### src/rtl/matraptor_pkg.sv
// Shared definitions for the MatRaptor CSR output path: default widths,
// the packed CSR element layout and the output-packer state encoding.
package matraptor_pkg;

  localparam int DATA_W_DEF = 32;
  localparam int IDX_W_DEF  = 16;

  typedef struct packed {
    logic [IDX_W_DEF-1:0]  row;
    logic [IDX_W_DEF-1:0]  col;
    logic [DATA_W_DEF-1:0] val;
  } csr_elem_t;

  typedef enum logic [2:0] {
    PK_PTR0  = 3'd0,
    PK_RUN   = 3'd1,
    PK_PTR   = 3'd2,
    PK_DRAIN = 3'd3,
    PK_DONE  = 3'd4
  } packer_state_e;

endpackage

### src/rtl/csr_out_packer_if.sv
// Stream bundle around the CSR packer: element input (s), CSR element output (e)
// and row-pointer output (p). The packer takes the slave view.
interface csr_out_packer_if
  import matraptor_pkg::*;
#(
  parameter int DATA_W = DATA_W_DEF,
  parameter int IDX_W  = IDX_W_DEF,
  parameter int NNZ_W  = 32
) ();

  logic              s_valid;
  logic              s_ready;
  logic [DATA_W-1:0] s_val;
  logic [IDX_W-1:0]  s_col;
  logic              s_last;

  logic              e_valid;
  logic              e_ready;
  logic [IDX_W-1:0]  e_row;
  logic [IDX_W-1:0]  e_col;
  logic [DATA_W-1:0] e_val;

  logic              p_valid;
  logic              p_ready;
  logic [NNZ_W-1:0]  p_ptr;

  modport master (
    output s_valid, s_val, s_col, s_last,
    input  s_ready,
    input  e_valid, e_row, e_col, e_val,
    output e_ready,
    input  p_valid, p_ptr,
    output p_ready
  );

  modport slave (
    input  s_valid, s_val, s_col, s_last,
    output s_ready,
    output e_valid, e_row, e_col, e_val,
    input  e_ready,
    output p_valid, p_ptr,
    input  p_ready
  );

endinterface

### src/rtl/csr_out_packer_fifo.sv
// First-word-fall-through FIFO: a word pushed on one edge is visible on dout_o
// right after that edge. dout_o reads zero while empty.
module sync_fifo #(
  parameter int WIDTH = 64,
  parameter int DEPTH = 4
) (
  input  logic             clk,
  input  logic             rst,
  input  logic             push_i,
  input  logic [WIDTH-1:0] din_i,
  input  logic             pop_i,
  output logic [WIDTH-1:0] dout_o,
  output logic             full_o,
  output logic             empty_o
);

  localparam int AW = $clog2(DEPTH);

  logic [WIDTH-1:0] mem_q [DEPTH];
  logic [AW-1:0]    wr_ptr_q;
  logic [AW-1:0]    rd_ptr_q;
  logic [AW:0]      count_q;
  logic             do_push;
  logic             do_pop;

  assign do_push = push_i && !full_o;
  assign do_pop  = pop_i && !empty_o;

  // Storage needs no reset: the read port is masked while the FIFO is empty.
  always_ff @(posedge clk) begin
    if (do_push) begin
      mem_q[wr_ptr_q] <= din_i;
    end
  end

  always_ff @(posedge clk or posedge rst) begin
    if (rst) begin
      wr_ptr_q <= '0;
      rd_ptr_q <= '0;
      count_q  <= '0;
    end else begin
      if (do_push) wr_ptr_q <= wr_ptr_q + AW'(1);
      if (do_pop)  rd_ptr_q <= rd_ptr_q + AW'(1);
      case ({do_push, do_pop})
        2'b10:   count_q <= count_q + (AW+1)'(1);
        2'b01:   count_q <= count_q - (AW+1)'(1);
        default: count_q <= count_q;
      endcase
    end
  end

  assign full_o  = (count_q == (AW+1)'(DEPTH));
  assign empty_o = (count_q == '0);
  assign dout_o  = empty_o ? '0 : mem_q[rd_ptr_q];

endmodule

### src/rtl/csr_out_packer.sv
// Packs the merged PE element stream into CSR form: buffered (row,col,val)
// elements plus a row-pointer stream, with an end-of-matrix drain and done pulse.
module csr_out_packer
  import matraptor_pkg::*;
#(
  parameter int DATA_W     = DATA_W_DEF,
  parameter int IDX_W      = IDX_W_DEF,
  parameter int NNZ_W      = 32,
  parameter int FIFO_DEPTH = 4,
  parameter int DROP_ZERO  = 0
) (
  input  logic             clk,
  input  logic             rst,
  csr_out_packer_if.slave  bus,
  input  logic             fin_i,
  output logic             done_o
);

  localparam logic [2:0] S_PTR0  = PK_PTR0;
  localparam logic [2:0] S_RUN   = PK_RUN;
  localparam logic [2:0] S_PTR   = PK_PTR;
  localparam logic [2:0] S_DRAIN = PK_DRAIN;
  localparam logic [2:0] S_DONE  = PK_DONE;
  localparam int         ELEM_W  = 2 * IDX_W + DATA_W;

  logic [2:0]        state_q, state_d;
  logic [NNZ_W-1:0]  nnz_q, nnz_d;
  logic [IDX_W-1:0]  row_q, row_d;
  logic              fin_q, fin_d;
  logic              fifo_full, fifo_empty;
  logic              s_fire, p_fire, drop, push;
  logic [ELEM_W-1:0] fifo_dout;

  // A pending fin blocks further input so the drain sees a stable FIFO.
  assign bus.s_ready = (state_q == S_RUN) && !fin_q && !fifo_full;
  assign s_fire      = bus.s_valid && bus.s_ready;
  assign drop        = (DROP_ZERO != 0) && (bus.s_val == '0);
  assign push        = s_fire && !drop;

  assign bus.p_valid = !rst && ((state_q == S_PTR0) || (state_q == S_PTR));
  assign bus.p_ptr   = (state_q == S_PTR) ? nnz_q : '0;
  assign p_fire      = bus.p_valid && bus.p_ready;
  assign done_o      = (state_q == S_DRAIN) && fifo_empty;

  sync_fifo #(
    .WIDTH (ELEM_W),
    .DEPTH (FIFO_DEPTH)
  ) u_fifo (
    .clk     (clk),
    .rst     (rst),
    .push_i  (push),
    .din_i   ({row_q, bus.s_col, bus.s_val}),
    .pop_i   (bus.e_ready),
    .dout_o  (fifo_dout),
    .full_o  (fifo_full),
    .empty_o (fifo_empty)
  );

  assign bus.e_valid = !fifo_empty;
  assign {bus.e_row, bus.e_col, bus.e_val} = fifo_dout;

  always_comb begin
    state_d = state_q;
    nnz_d   = nnz_q;
    row_d   = row_q;
    fin_d   = fin_q || (fin_i && (state_q != S_DONE));
    if (push) nnz_d = nnz_q + NNZ_W'(1);
    case (state_q)
      S_PTR0:  if (p_fire) state_d = S_RUN;
      S_RUN: begin
        if (fin_q)                        state_d = S_DRAIN;
        else if (s_fire && bus.s_last)    state_d = S_PTR;
      end
      S_PTR: begin
        if (p_fire) begin
          row_d   = row_q + IDX_W'(1);
          state_d = S_RUN;
        end
      end
      S_DRAIN: if (fifo_empty) state_d = S_DONE;
      default: state_d = S_DONE;
    endcase
  end

  always_ff @(posedge clk or posedge rst) begin
    if (rst) begin
      state_q <= S_PTR0;
      nnz_q   <= '0;
      row_q   <= '0;
      fin_q   <= 1'b0;
    end else begin
      state_q <= state_d;
      nnz_q   <= nnz_d;
      row_q   <= row_d;
      fin_q   <= fin_d;
    end
  end

endmodule

### src/flat_wrapper.sv
// flat-port wrapper written by rule: the top's interface ports become plain ports
module csr_out_packer_flat import matraptor_pkg::*;
#(
  parameter int DATA_W     = DATA_W_DEF,
  parameter int IDX_W      = IDX_W_DEF,
  parameter int NNZ_W      = 32,
  parameter int FIFO_DEPTH = 4,
  parameter int DROP_ZERO  = 0
)
  (clk, rst, fin_i, done_o, bus_s_valid, bus_s_val, bus_s_col, bus_s_last, bus_s_ready, bus_e_valid, bus_e_row, bus_e_col, bus_e_val, bus_e_ready, bus_p_valid, bus_p_ptr, bus_p_ready);
  csr_out_packer_if #(.DATA_W(DATA_W), .IDX_W(IDX_W), .NNZ_W(NNZ_W)) bus_i ();
  input  logic clk;
  input  logic rst;
  input  logic fin_i;
  output logic done_o;
  input wire logic [$bits(bus_i.s_valid)-1:0] bus_s_valid;
  input wire logic [$bits(bus_i.s_val)-1:0] bus_s_val;
  input wire logic [$bits(bus_i.s_col)-1:0] bus_s_col;
  input wire logic [$bits(bus_i.s_last)-1:0] bus_s_last;
  output wire logic [$bits(bus_i.s_ready)-1:0] bus_s_ready;
  output wire logic [$bits(bus_i.e_valid)-1:0] bus_e_valid;
  output wire logic [$bits(bus_i.e_row)-1:0] bus_e_row;
  output wire logic [$bits(bus_i.e_col)-1:0] bus_e_col;
  output wire logic [$bits(bus_i.e_val)-1:0] bus_e_val;
  input wire logic [$bits(bus_i.e_ready)-1:0] bus_e_ready;
  output wire logic [$bits(bus_i.p_valid)-1:0] bus_p_valid;
  output wire logic [$bits(bus_i.p_ptr)-1:0] bus_p_ptr;
  input wire logic [$bits(bus_i.p_ready)-1:0] bus_p_ready;
  assign bus_i.s_valid = bus_s_valid;
  assign bus_i.s_val = bus_s_val;
  assign bus_i.s_col = bus_s_col;
  assign bus_i.s_last = bus_s_last;
  assign bus_s_ready = bus_i.s_ready;
  assign bus_e_valid = bus_i.e_valid;
  assign bus_e_row = bus_i.e_row;
  assign bus_e_col = bus_i.e_col;
  assign bus_e_val = bus_i.e_val;
  assign bus_i.e_ready = bus_e_ready;
  assign bus_p_valid = bus_i.p_valid;
  assign bus_p_ptr = bus_i.p_ptr;
  assign bus_i.p_ready = bus_p_ready;
  csr_out_packer #(.DATA_W(DATA_W), .IDX_W(IDX_W), .NNZ_W(NNZ_W), .FIFO_DEPTH(FIFO_DEPTH), .DROP_ZERO(DROP_ZERO)) u_core (.clk(clk), .rst(rst), .bus(bus_i), .fin_i(fin_i), .done_o(done_o));
endmodule
### config.mk
export PLATFORM = sky130hd
export DESIGN_NAME = csr_out_packer_flat
export DESIGN_NICKNAME = d
export VERILOG_FILES = /design/src/rtl/matraptor_pkg.sv /design/src/rtl/csr_out_packer_if.sv /design/src/rtl/csr_out_packer_fifo.sv /design/src/rtl/csr_out_packer.sv /design/src/flat_wrapper.sv
export SDC_FILE = /design/constraint.sdc
export NUM_CORES = 1
export LEC_CHECK = 0
export CORE_MARGIN = 2
export CORE_UTILIZATION = 25
export DETAILED_ROUTE_END_ITERATION = 10
export PLACE_DENSITY = 0.52
export REMOVE_ABC_BUFFERS = 1
export SLEW_MARGIN = 20
export SYNTH_ARGS = -nofsm -noshare
export SYNTH_HDL_FRONTEND = slang
export SYNTH_SLANG_ARGS = --single-unit
export TNS_END_PERCENT = 5
### constraint.sdc
create_clock -name clk -period 9 [get_ports clk]
set_input_delay 1.8 -clock clk [delete_from_list [all_inputs] [get_ports clk]]
set_output_delay 1.8 -clock clk [all_outputs]
set_load 0.05 [all_outputs]
======== Word-level counts from Yosys, hierarchy flattened ========
Memory sizes are Yosys's and may differ from the RTL's.
Index checks and enable logic that the tools add are counted.
operators by class
  $add $sub $neg .......................... 6
  equality and inequality tests ........... 10
  mux-type cells .......................... 10
  reduce and logical (&&, ||, !) cells .... 22
operator list
  operator                 count
  $mux W64                 1
  $add A32 B1 Y32 const B  1
  $mux W32                 1
  $add A16 B1 Y16 const B  1
  $mux W3                  4
  $logic_and A1 B1 Y1      10
  $pmux W3 S3              1
  $eq A3 B2 Y1 const B     2
  $logic_not A3 Y1         2
  $pmux W3 S2              1
  $add A2 B1 Y2 const B    2
  $logic_not A1 Y1         4
  $ne A2 B1 Y1 const B     2
  $add A3 B1 Y3 const B    1
  $eq A3 B1 Y1 const B     1
  $eq A3 B3 Y1 const B     1
  $ne A3 B2 Y1 const B     1
  $ne A3 B3 Y1 const B     1
  $reduce_and A3 Y1        1
  $sub A3 B1 Y3 const B    1
  $eq A2 B1 Y1 const B     1
  $eq A2 B2 Y1 const B     1
  $logic_or A1 B1 Y1       2
  $mux W1                  2
  3 further kinds          3
word-level totals
  register bits after elaboration ......... 59
  RAM bits ................................ 256
  input bits .............................. 55
  output and inout port bits .............. 100
  logic and storage cells ................. 56
  memories ................................ 1
memories
  name                 words  width  read ports  clocked after Yosys merged registers in  wr ports  RTL line                   text
  u_core.u_fifo.mem_q  4      64     1           0                                        1         csr_out_packer_fifo.sv:19  logic [WIDTH-1:0] mem_q [DEPTH];

======== Longest topological paths before layout ========
  depth in word-level cells ............... 8
  gate-level depth with buffers ........... 12
  mapped depth without buffers ............ 9

======== Modules after synthesis ========
Synthesis repeated with hierarchy kept, for this count alone.
unflattened totals
  cell total of the unflattened synthesis .. 704
  area, all modules ....................... 12,731.0 um^2
modules (own cells, without submodules)
  module          times used  cells an instance  area each (um^2)  seq. area each (um^2)
  sync_fifo       1           444                10,077.2          7,862.5
  csr_out_packer  1           260                2,653.8           1,301.2

======== Worst setup path before layout ========
No wires, ideal clock.
  kind .................................... input port to output port
  start ................................... input port rst
  end ..................................... output port bus_p_valid
  arrival time ............................ 2.845 ns
  required time ........................... 7.200 ns
  slack ................................... 4.355 ns
  stages on the path ...................... 1
  path buffers ............................ 0
  path through ............................ nor3_1
between the ends
  longest elaborated chain between the ends .. 2
RTL lines
  element              RTL line              text
  start: declaration   flat_wrapper.sv:13    input logic rst;
  $logic_not A1 Y1     csr_out_packer.sv:40  assign bus.p_valid = !rst && ((state_q == S_PTR0) || (state_q == S_PTR));
  $logic_and A1 B1 Y1  csr_out_packer.sv:40
  end: declaration     flat_wrapper.sv:26    output wire logic [$bits(bus_i.p_valid)-1:0] bus_p_valid;
No other way between the ends.

======== Final worst setup path ========
  start ................................... register u_core.u_fifo.rd_ptr_q[0]
  end ..................................... output port bus_e_row[8]
between the ends
  longest elaborated chain between the ends .. 2
RTL lines
  element                   RTL line                   text
  start: declaration        csr_out_packer_fifo.sv:21  logic [AW-1:0] rd_ptr_q;
  start signal: assignment  csr_out_packer_fifo.sv:43  if (do_pop) rd_ptr_q <= rd_ptr_q + AW'(1);
  $mem_v2 Z4 W64            --
  $mux W64                  csr_out_packer_fifo.sv:54  assign dout_o = empty_o ? '0 : mem_q[rd_ptr_q];
  end: declaration          flat_wrapper.sv:22         output wire logic [$bits(bus_i.e_row)-1:0] bus_e_row;
No other way between the ends.

==> flow_metrics.env <==
export IMPL_synth_area_per_cell_um2=18.31
export IMPL_synth_main_ff_cell="edfxtp_1"
export IMPL_end_kind="output port"
export IMPL_clock_path_buffers=3
export IMPL_report_final_slew_viol_count=0
export IMPL_rsz0062_at_grt="false"
export IMPL_crit_slowest_cell="buf_4"
export IMPL_holdCritPathClass="flop to flop"
export IMPL_viasPerCell=4.215
export IMPL_cts_buffers=37
export IMPL_startpoint_type="flop"
export IMPL_maxCapViolCount=0
export IMPL_cpPeakStageDelay_ns=0.85
export IMPL_cp_required_ns=7.20
export IMPL_status="complete, no violations"
export IMPL_synthCells=691
export IMPL_instances_no_fill=1564
export IMPL_nNetsFinal=929
export IMPL_drt_wirelength_per_cell_um=17.58
export IMPL_cts_htree_levels=2
export IMPL_core_area_um2=50070
export IMPL_dp_cells=1499
export IMPL_grt_use_met1_pct=14.03
export IMPL_die_w_um=228.9
export IMPL_path_class="flop to output port"
export IMPL_cts_post_setup_buffers_inserted=0
export IMPL_setup_viol=0
export IMPL_clock_fmax_ghz=0.1838
export IMPL_ant_nets=0
export IMPL_io_pins=155
export IMPL_power_leakage_nw=5.460
export IMPL_fin_crit_sh_pct=60.45
export IMPL_clk_latency_ns=0.54
export IMPL_drcViolationCount=0
export IMPL_preCtsSetupSlack_ns=3.960
export IMPL_start_util_pct=25.26
export IMPL_routed_wl_um=27500
export IMPL_skew_ns=0.02312
export IMPL_synth_async_reset_ratio_pct=18.73
export IMPL_cp_max_fo=46
export IMPL_syn_area_um2=12650
export IMPL_antenna_cells=0
export IMPL_nFillCells=4934
export IMPL_fin_hold_ws_ns=0.4730
export IMPL_grt_max_degree=67
export IMPL_cts_sinks=315
export IMPL_drt_iter0_markers=337
export IMPL_synth_edf_count=256
export IMPL_die_area_um2=52410
export IMPL_hold_viol=0
export IMPL_final_cell_mix="edfxtp_1, clkdlybuf4s50_1, and2_1, mux4_2, dfrtp_1"
export IMPL_grt_use_met3_pct=3.281
export IMPL_slew_headroom_pct=27.57
export IMPL_crit_arrival_ns=3.64
export IMPL_power_density_nw_per_um2=292.1
export IMPL_final_common_cell="edfxtp_1"
export IMPL_grt_pass1_vias=7094
export IMPL_synth_warnings=0
export IMPL_dp_hpwl_um=15570
export IMPL_grt_pass1_wl_um=42660
export IMPL_drive_gt1_share_pct=16.48
export IMPL_tightestPinTransition_ns=1.086
export IMPL_antenna_found_initial=2
export IMPL_ys_seq_elements=315
export IMPL_fp_row_count=82
export IMPL_peakVddDrop_mv=0.1629
export IMPL_ys_types=43
export IMPL_finalWorstSetupSlack_ns=3.559
export IMPL_path_clk_slew_ns=0.06
export IMPL_power_mw=4.723
export IMPL_cts_resized=0
export IMPL_setup_tns_ns=0
export IMPL_io_buffers=154
export IMPL_fp_dieH_um=228.9
export IMPL_layout_min_cycle_time_ns=5.441
export IMPL_area_delta_synth_final_pct=27.81
export IMPL_grt_usage_pct=10.60
export IMPL_first_pass_iters=7
export IMPL_vias=6592
export IMPL_overflow=0
export IMPL_path_cells="buf_4, mux4_2, and2_1, clkdlybuf4s50_1"
export IMPL_ys_seq_area_share_pct=72.44
export IMPL_grt_busiest_layer="met2"
export IMPL_routabilityCongestion=0.7055
export IMPL_tritoncts="built"
export IMPL_grt_util_met2_pct=16.70
export IMPL_root_buffer="clkbuf_16"
export IMPL_hold_buffers=0
-- state kept, by name, summed over array words and instances (netlist names) --
signal,cells
u_core.u_fifo.count_q,3
u_core.row_q,16
u_core.state_q,3
u_core.u_fifo.rd_ptr_q,2
u_core.u_fifo.mem_q,256
u_core.nnz_q,32
u_core.fin_q,1
u_core.u_fifo.wr_ptr_q,2
-- metal layers --
metal / routed length, µm / vias to the layer above
li1: - / 2985
met1: 12640 / 3384
met2: 12550 / 169
met3: 1631 / 52
met4: 661 / 2
met5: 13 / -
-- synthesized netlist by cell type, drive strengths merged, types with 2 or more instances --
master  number  share of area [%]
xnor2       38                2.6
nor4         4               0.60
xor2        14               0.97
nand3       20               0.83
nand4       15               0.74
nor3         8               0.45
ha           7               0.69
and2       101                5.0
or4          2               0.15
and4         2               0.14
nand2       23               0.68
edfxtp     256                 61
inv         13               0.39
o21ai        2              0.079
nor3b        3               0.18
dfrtp       59                 12
clkbuf      18               0.53
buf         10               0.43
and3         6               0.30
or3          2              0.099
nor2        10               0.30
nor2b        2              0.099
mux4        64                 11
-- cell type report --
class	instances	area [µm²]	area share [%]
multi-input combinational	335	3331	20.60
inverter	13	48.80	0.3018
clock buffer	47	1016	6.284
tap	672	840.8	5.200
clock inverter	18	143.9	0.8900
sequential	315	9171	56.73
timing repair buffer	164	1617	9.998
-- worst max-delay path, delay by kind of cell, from the launching register on --
family	cells	cell delay, ns
mux	1	0.60
buf+inv	2	1.61
flops	1	0.70
simple gates	1	0.17
-- worst paths after layout --
path | start | to | slack (ns) | cells after the start
min in group asynchronous | rst | u_core.nnz_q[8]$_DFFE_PP0N_ | 1.86 | 3
worst max register to register | u_core.state_q[2]$_DFFE_PP0P_ | u_core.u_fifo.mem_q[0][37]$_DFFE_PP_ | 6.01 | 5
max in group asynchronous | rst | u_core.u_fifo.rd_ptr_q[1]$_DFFE_PP0P_ | 6.51 | 3
worst max-delay path | u_core.u_fifo.rd_ptr_q[0]$_DFFE_PP0P_ | bus_e_row[8] | 3.56 | 4
worst min-delay path | u_core.nnz_q[31]$_DFFE_PP0N_ | u_core.nnz_q[31]$_DFFE_PP0N_ | 0.47 | 1
worst min register to register | u_core.nnz_q[31]$_DFFE_PP0N_ | u_core.nnz_q[31]$_DFFE_PP0N_ | 0.47 | 1
-- report_power, final --
| part | internal, mW | total (mW) | switching [mW] | leakage (nW) |
|---|---|---|---|---|
| Sequential | 1.61 | 1.75 | 0.140 | 3.13 |
| Combinational | 0.631 | 1.53 | 0.903 | 1.77 |
| Clock | 0.854 | 1.44 | 0.584 | 0.562 |
-- cells by family (layout without fill, tap and decap cells) --
group / Yosys count / count (layout) / synth area share, %
AND/OR/NAND/NOR: 201 / 201 / 9.773
multiplexers: 66 / 66 / 11.56
AO/OA/AOI/OAI: 8 / 8 / 0.4254
XOR/XNOR: 52 / 52 / 3.600
adder cells (fa/ha/maj): 8 / 8 / 0.8506
flip-flops: 315 / 315 / 72.44
buffers and inverters: 41 / 242 / 1.345
-- per-stage QoR --
| stage | utilization [%] | instance area (µm²) |
|---|---|---|
| after floorplan | - | 12530 |
| after global placement | 29.98 | 15010 |
| after detailed placement | 29.98 | 15010 |
| after CTS | 32.29 | 16170 |
| after global routing | 32.29 | 16170 |
| final | 32.29 | 16170 |
Power figures use the tool's default switching activity.
